`config.mk`:
```
export PLATFORM = sky130hd
export DESIGN_NAME = rr_mux8_stream
export DESIGN_NICKNAME = d
export VERILOG_FILES = /design/src/rtl/rr_mux8_stream.sv
export SDC_FILE = /design/constraint.sdc
export NUM_CORES = 1
export LEC_CHECK = 0
export ABC_CLOCK_PERIOD_IN_PS = 5150
export BUFFER_PORTS_ARGS = -buffer_cell sky130_fd_sc_hd__buf_2
export CAP_MARGIN = 15
export CORE_MARGIN = 2
export CORE_UTILIZATION = 50
export DETAILED_ROUTE_END_ITERATION = 10
export PLACE_DENSITY = 0.8
export SETUP_SLACK_MARGIN = 0.02
export SLEW_MARGIN = 30
export SYNTH_ARGS = -nofsm -noshare
export SYNTH_HDL_FRONTEND = slang
export SYNTH_SLANG_ARGS = --single-unit
```
`constraint.sdc`:
```
create_clock -name clk -period 5.15 [get_ports clk]
set_clock_uncertainty 0.2 [all_clocks]
set_input_delay 0.2575 -clock clk [delete_from_list [all_inputs] [get_ports clk]]
set_output_delay 0.2575 -clock clk [all_outputs]
set_load 0.01 [all_outputs]
```
`src/rtl/rr_mux8_stream.sv`:
```
// rr_mux8_stream: N-to-1 round-robin merge of valid/ready streams.
// Each output beat is tagged with its source lane on out_sel so a downstream
// demux can route it back. One registered output slot; a beat can be drained
// and a new one loaded in the same cycle.
// Optional packet lock: define RR_MUX8_PKT_LOCK_EN to add in_last/out_last and
// keep the grant on one lane until that lane's last beat has been accepted.

// Per-lane slice: qualifies the lane request and gates the lane data onto the
// AND-OR output mux using the one-hot grant.
module rr_mux8_lane #(
    parameter int WIDTH = 8
) (
    input  logic             valid,
    input  logic             allowed,
    input  logic             grant,
    input  logic [WIDTH-1:0] data,
    output logic             req,
    output logic [WIDTH-1:0] data_gated
);

    // Request only when the arbitration mode lets this lane compete.
    always_comb begin
        req        = valid & allowed;
        data_gated = grant ? data : '0;
    end

endmodule

module rr_mux8_stream #(
    parameter int WIDTH = 8,
    parameter int N     = 8,
    parameter int SELW  = 3
) (
    input  logic                 clk,
    input  logic                 rst,
    input  logic [N-1:0]         in_valid,
    input  logic [N*WIDTH-1:0]   in_data,
`ifdef RR_MUX8_PKT_LOCK_EN
    input  logic [N-1:0]         in_last,
    output logic                 out_last,
`endif
    output logic [N-1:0]         in_ready,
    output logic                 out_valid,
    output logic [WIDTH-1:0]     out_data,
    output logic [SELW-1:0]      out_sel,
    input  logic                 out_ready
);

    // Output slot and arbitration pointer.
    logic             out_valid_q, out_valid_d;
    logic [WIDTH-1:0] out_data_q,  out_data_d;
    logic [SELW-1:0]  out_sel_q,   out_sel_d;
    logic [SELW-1:0]  rr_ptr_q,    rr_ptr_d;

    // Arbitration intermediates.
    logic             load_en;
    logic [N-1:0]     allowed;
    logic [N-1:0]     req;
    logic [N-1:0]     gnt_onehot;
    logic             gnt_found;
    logic [SELW-1:0]  gnt_idx;
    logic [SELW-1:0]  scan_idx;
    logic             accept;
    logic [N-1:0][WIDTH-1:0] lane_data_gated;
    logic [WIDTH-1:0] gnt_data;

`ifdef RR_MUX8_PKT_LOCK_EN
    localparam logic [0:0] ST_ARB    = 1'b0;
    localparam logic [0:0] ST_LOCKED = 1'b1;

    logic [0:0]       state_q,    state_d;
    logic [SELW-1:0]  lock_sel_q, lock_sel_d;
    logic             out_last_q, out_last_d;
`endif

    // The slot can take a new beat when empty or when it is draining now.
    always_comb begin
        load_en = !out_valid_q || out_ready;
    end

    // Lanes eligible to compete: all of them, or only the locked lane.
    always_comb begin
        allowed = '1;
`ifdef RR_MUX8_PKT_LOCK_EN
        if (state_q == ST_LOCKED) begin
            allowed = '0;
            allowed[lock_sel_q] = 1'b1;
        end
`endif
    end

    // One slice per lane: request qualification and gated data.
    genvar gi;
    generate
        for (gi = 0; gi < N; gi++) begin : g_lane
            rr_mux8_lane #(.WIDTH(WIDTH)) u_lane (
                .valid      (in_valid[gi]),
                .allowed    (allowed[gi]),
                .grant      (gnt_onehot[gi]),
                .data       (in_data[gi*WIDTH +: WIDTH]),
                .req        (req[gi]),
                .data_gated (lane_data_gated[gi])
            );
        end
    endgenerate

    // Round-robin search: first requester at or above rr_ptr, wrapping.
    // N == 2**SELW, so the SELW-bit add wraps N-1 -> 0 by itself.
    always_comb begin
        gnt_found = 1'b0;
        gnt_idx   = '0;
        scan_idx  = '0;
        for (int k = 0; k < N; k++) begin
            scan_idx = rr_ptr_q + SELW'(k);
            if (!gnt_found && req[scan_idx]) begin
                gnt_found = 1'b1;
                gnt_idx   = scan_idx;
            end
        end
    end

    // One-hot grant feeds the data mux; it does not depend on load_en so the
    // mux path stays independent of downstream ready.
    always_comb begin
        gnt_onehot = '0;
        if (gnt_found) begin
            gnt_onehot[gnt_idx] = 1'b1;
        end
    end

    // OR-reduce the gated lane data into the granted beat.
    always_comb begin
        gnt_data = '0;
        for (int i = 0; i < N; i++) begin
            gnt_data = gnt_data | lane_data_gated[i];
        end
    end

    // Handshake strobe back to the granted lane; held low during reset.
    always_comb begin
        accept   = load_en && gnt_found;
        in_ready = '0;
        if (accept && !rst) begin
            in_ready = gnt_onehot;
        end
    end

    // Next state of the output slot and pointer.
    always_comb begin
        out_valid_d = out_valid_q;
        out_data_d  = out_data_q;
        out_sel_d   = out_sel_q;
        rr_ptr_d    = rr_ptr_q;
        if (load_en) begin
            if (gnt_found) begin
                out_valid_d = 1'b1;
                out_data_d  = gnt_data;
                out_sel_d   = gnt_idx;
                rr_ptr_d    = gnt_idx + 1'b1;
            end else begin
                // Drained with nothing to replace it: data/sel keep last beat.
                out_valid_d = 1'b0;
            end
        end
    end

`ifdef RR_MUX8_PKT_LOCK_EN
    // Packet lock FSM: a non-last beat from a lane pins the grant to it until
    // that lane delivers its last beat. out_last rides with the data slot.
    always_comb begin
        state_d    = state_q;
        lock_sel_d = lock_sel_q;
        out_last_d = out_last_q;
        if (accept) begin
            out_last_d = in_last[gnt_idx];
            case (state_q)
                ST_ARB: begin
                    if (!in_last[gnt_idx]) begin
                        state_d    = ST_LOCKED;
                        lock_sel_d = gnt_idx;
                    end
                end
                ST_LOCKED: begin
                    if (in_last[gnt_idx]) begin
                        state_d = ST_ARB;
                    end
                end
                default: state_d = ST_ARB;
            endcase
        end
    end

    // Lock state registers.
    always_ff @(posedge clk or posedge rst) begin
        if (rst) begin
            state_q    <= ST_ARB;
            lock_sel_q <= '0;
            out_last_q <= 1'b0;
        end else begin
            state_q    <= state_d;
            lock_sel_q <= lock_sel_d;
            out_last_q <= out_last_d;
        end
    end

    assign out_last = out_last_q;
`endif

    // Output slot and pointer registers; reset discards any pending beat.
    always_ff @(posedge clk or posedge rst) begin
        if (rst) begin
            out_valid_q <= 1'b0;
            out_data_q  <= '0;
            out_sel_q   <= '0;
            rr_ptr_q    <= '0;
        end else begin
            out_valid_q <= out_valid_d;
            out_data_q  <= out_data_d;
            out_sel_q   <= out_sel_d;
            rr_ptr_q    <= rr_ptr_d;
        end
    end

    assign out_valid = out_valid_q;
    assign out_data  = out_data_q;
    assign out_sel   = out_sel_q;

endmodule

```
==> results.txt <==
The critical path's slowest cell is ha_1. The critical path in this run is classified as reg2out. Ranked by total cell area, the synthesized netlist is headed by dfrtp_1 15%, mux2i_1 13%, mux4_2 10%, a211oi_2 4.1%, nand2_1 3.7%.

The detailed-placement wirelength estimate was 5087 µm; the total setup violations reported at the end of the flow was 0. Total of buffers placed on input and output ports: 94. The initial utilization of the core area, before any placement, comes to 51.84%.

The detailed-route DRC error count is 0. The share of final-layout standard cells stronger than drive strength 1 is 40.59%, and the number of antenna violations at the first check in global routing is 0. For this design the top-level I/O count stands at 95. For the count of maximum capacitance violations, the log shows 0. The number of nets in the synthesized netlist is 335. Among cell families on the critical path, the largest total delay comes from buffers and inverters. After floorplanning, the core was divided into 25 placement rows. The number of buffers created by CTS was 3; the total of warnings raised by yosys was 0.

The tools report the latest clock arrival within the worst-skew pair as 0.25 ns. For this run, the slowest stage of the critical path takes 0.50 ns. On the final layout, the worst hold slack is 0.1163 ns. The tools report the required time of the critical path as 4.69 ns. Walking the worst path, the cells encountered are inv_1 -> ha_1 -> buf_4 -> mux2i_1 -> mux2i_1 -> o211ai_1 -> nand4_2 -> a21oi_1 -> or3_1 -> buf_4 -> nand3_1 -> nor2_1 -> buf_2. After the first detailed-routing iteration, the DRC count stood at 145. Setup repair after global routing left no endpoint under its margin.

The worst register-to-register path has a setup slack of 1.01 ns. The die height is 73.98 µm. Sorting the synthesized cells by how often they occur yields 32 x mux2i_1, 24 x nand2_1, 15 x dfrtp_1. The run gives 6427 µm as the routed wire length. At the pin with the least slew margin, the transition time is 0.6796 ns. Counting flops and latches in the post-synthesis netlist gives 15. In the synthesized netlist the async set-or-reset flop fraction comes to 100.0%.

By instance count, the leading cell after synthesis is mux2i_1. The startpoint class of the critical path was a register. The logs give 0.002449 mm² for the netlist area before placement and 0.004723 mm² for the floorplan core area.

The logs give 0 for the final-report hold violation count and 0 for the number of diodes. The via count of the routed design was 2,367. Of all cell types, the one taking the most synthesized area is dfrtp_1. The detail route stage leaves a number of antenna-violating nets equal to 0. In this run, synthesis inferred 0 flip-flops with an integrated enable. For the H-tree depth reported by CTS, the log shows 1. The clock drives 15 sinks. The die width was 73.98 µm.

The tightest min-delay check is of the in2reg type. At the end of routability-driven placement, the weighted congestion stood at 0.9179. Global routing used 22.45% of the available tracks across all layers. Buffers added to address setup during post-CTS repair amount to 0.

The tools report the count of TritonRoute iterations in the first routing pass as 5. In this run the worst path has a maximum fanout of 33. The worst-case clock buffer depth is 2. Synthesis instantiated 62 different standard cells from the library. The worst register-to-register path ends at out_data[7]. In this run the tightest slew margin relative to its limit is 54.64%.

The worst hold path was traced through 3 stages. At the end of the flow, the number of nets in the layout was 418. For this run, the register share of the synthesized area comes to 15.33%. The first global-routing pass estimated 9784 µm of wire. The depth of the worst register-to-register path works out to 12.

The number of buffer and inverter stages on the critical path is 4, and the filler cell count in the final layout is 408. The area fraction of the dominant cell type after synthesis is 15.33%. Cells fill 61.72% of the core in the end. The number of global-route vias before repair came out at 2,186.

The flow ran to the end, and the final reports show no timing, DRC or antenna violations. The tools report the endpoint class of the critical path as a primary output. For this run, the leading register cell type out of synthesis is dfrtp_1.

The worst hold path terminates at out_valid. The total negative slack for setup checks is 0 ns, and the average vias per placed instance is 5.816. The data arrival time of the critical path was 3.88 ns.

The launch point of the worst hold path was out_ready. Static timing analysis puts the maximum clock frequency at 230.5 MHz. Post-synthesis to final-layout area growth: 19.06%. Subtracting the final worst setup slack from the clock period gives 4.338 ns. TritonCTS built the clock tree. Dividing the detail-routed wire length by the instance count gives 15.79 µm. For the number of standard cells after synthesis, the log shows 258.

The finished layout holds 407 standard cells, fillers aside. The floorplan die area is 0.005473 mm², and the clock slew seen by the registers of the worst setup and hold paths is 0.06 ns. The maximum number of pins on one net before global-route repair came out at 34.

The launch point of the worst reg-to-reg path was rr_ptr_q[0]. The final-report max-slew violation count came out at 0. The number of placed instances, taps included, is 402. In this run the mean area of a mapped cell was 9.491 µm². In the finished design, the share of the clock period the worst path needs comes to 84.23%. For this run the aggregate overflow at the end of global routing stands at 0.

The cell sitting at the root of the clock tree is a clkbuf_8.
sequential cells by signal, summed over array words and instances, names as in the netlist:
name       count
out_sel        3
rr_ptr_q       3
out_valid      1
out_data       8
worst reg2reg max path, cell delays in order, from the launching register on:
cell and delay (ns):
dfrtp_1 0.34, inv_1 0.09, ha_1 0.50, buf_4 0.27, mux2i_1 0.30, mux2i_1 0.15
o211ai_1 0.40, nand4_2 0.29, a311oi_4 0.48, a21o_4 0.41, mux2i_1 0.29, a211o_1 0.18
o211ai_1 0.10
repair_timing:
| action | CTS | global route |
|---|---|---|
| gates resized for setup | 0 | 0 |
| hold buffers | 1 | 0 |
| hold endpoints to repair | 15 | 0 |
cell families after synthesis:
logic type                 count (synthesis)  synth area share [%]
and+or+nand+nor                           77                 16.25
xor gates and xnor gates                   6                 2.913
adders and majority gates                  2                 1.022
muxes                                     57                 31.58
DFF                                       15                 15.33
AOI/OAI and AO/OA                         68                 23.97
buffers and inverters                     33                 8.942
worst max path at each step:
stage | end | slack, ns | start | depth (start not counted)
after detailed placement | out_data[7] | 1.02 | rr_ptr_q[0] | 12
final | in_ready[2] | 0.81 | rr_ptr_q[0] | 13
after CTS | in_ready[4] | 0.83 | rr_ptr_q[0] | 12
after global placement | out_data[0] | 1.13 | rr_ptr_q[0] | 12
after global routing | in_ready[5] | 0.54 | rr_ptr_q[0] | 12
after floorplan | in_ready[1] | 1.13 | rr_ptr_q[0] | 14
per-layer routing:
| layer | vias up | track usage (%) | routed length [µm] |
|---|---|---|---|
| met1 | 1116 | 28.43 | 2724 |
| met5 | - | 0 | 0 |
| met3 | 4 | 2.846 | 423 |
| met2 | 94 | 41.96 | 3257 |
| met4 | 0 | 2.626 | 21 |
| li1 | 1153 | - | - |
cell type report:
type                       instances  area, µm²  area share, %
tap                               67      83.83          2.876
inverter                          12      45.04          1.545
timing repair buffer              99      510.5          17.51
sequential                        15      376.6          12.92
multi-input combinational        210       1854          63.61
clock buffer                       4      45.04          1.545
cell usage in the layout, fill, tap and decap left out, types with 4 or more instances in the layout:
cell,netlist,routed
a211o_1,8,8
a211oi_1,9,9
a211oi_2,8,8
a21oi_1,6,6
buf_2,8,94
buf_4,1,4
dfrtp_1,15,14
inv_1,12,12
mux2_1,7,7
mux2i_1,32,32
mux4_2,11,11
nand2_1,24,24
nand2b_1,5,5
nand3_1,8,8
nor2_1,14,14
nor3_1,5,5
o211ai_1,10,10
o21ai_0,5,5
per-stage QoR:
step / setup slack [ns] / instance area (µm²)
finish: 0.8120 / 2915
detailed placement: 1.016 / 2859
floorplan: 1.131 / 2449
global route: 0.5390 / 2915
CTS: 0.8269 / 2914
global placement: 1.127 / 2859
Power is not shown: default switching activity piles up to over one toggle a cycle in this logic, so the estimate is an artifact.
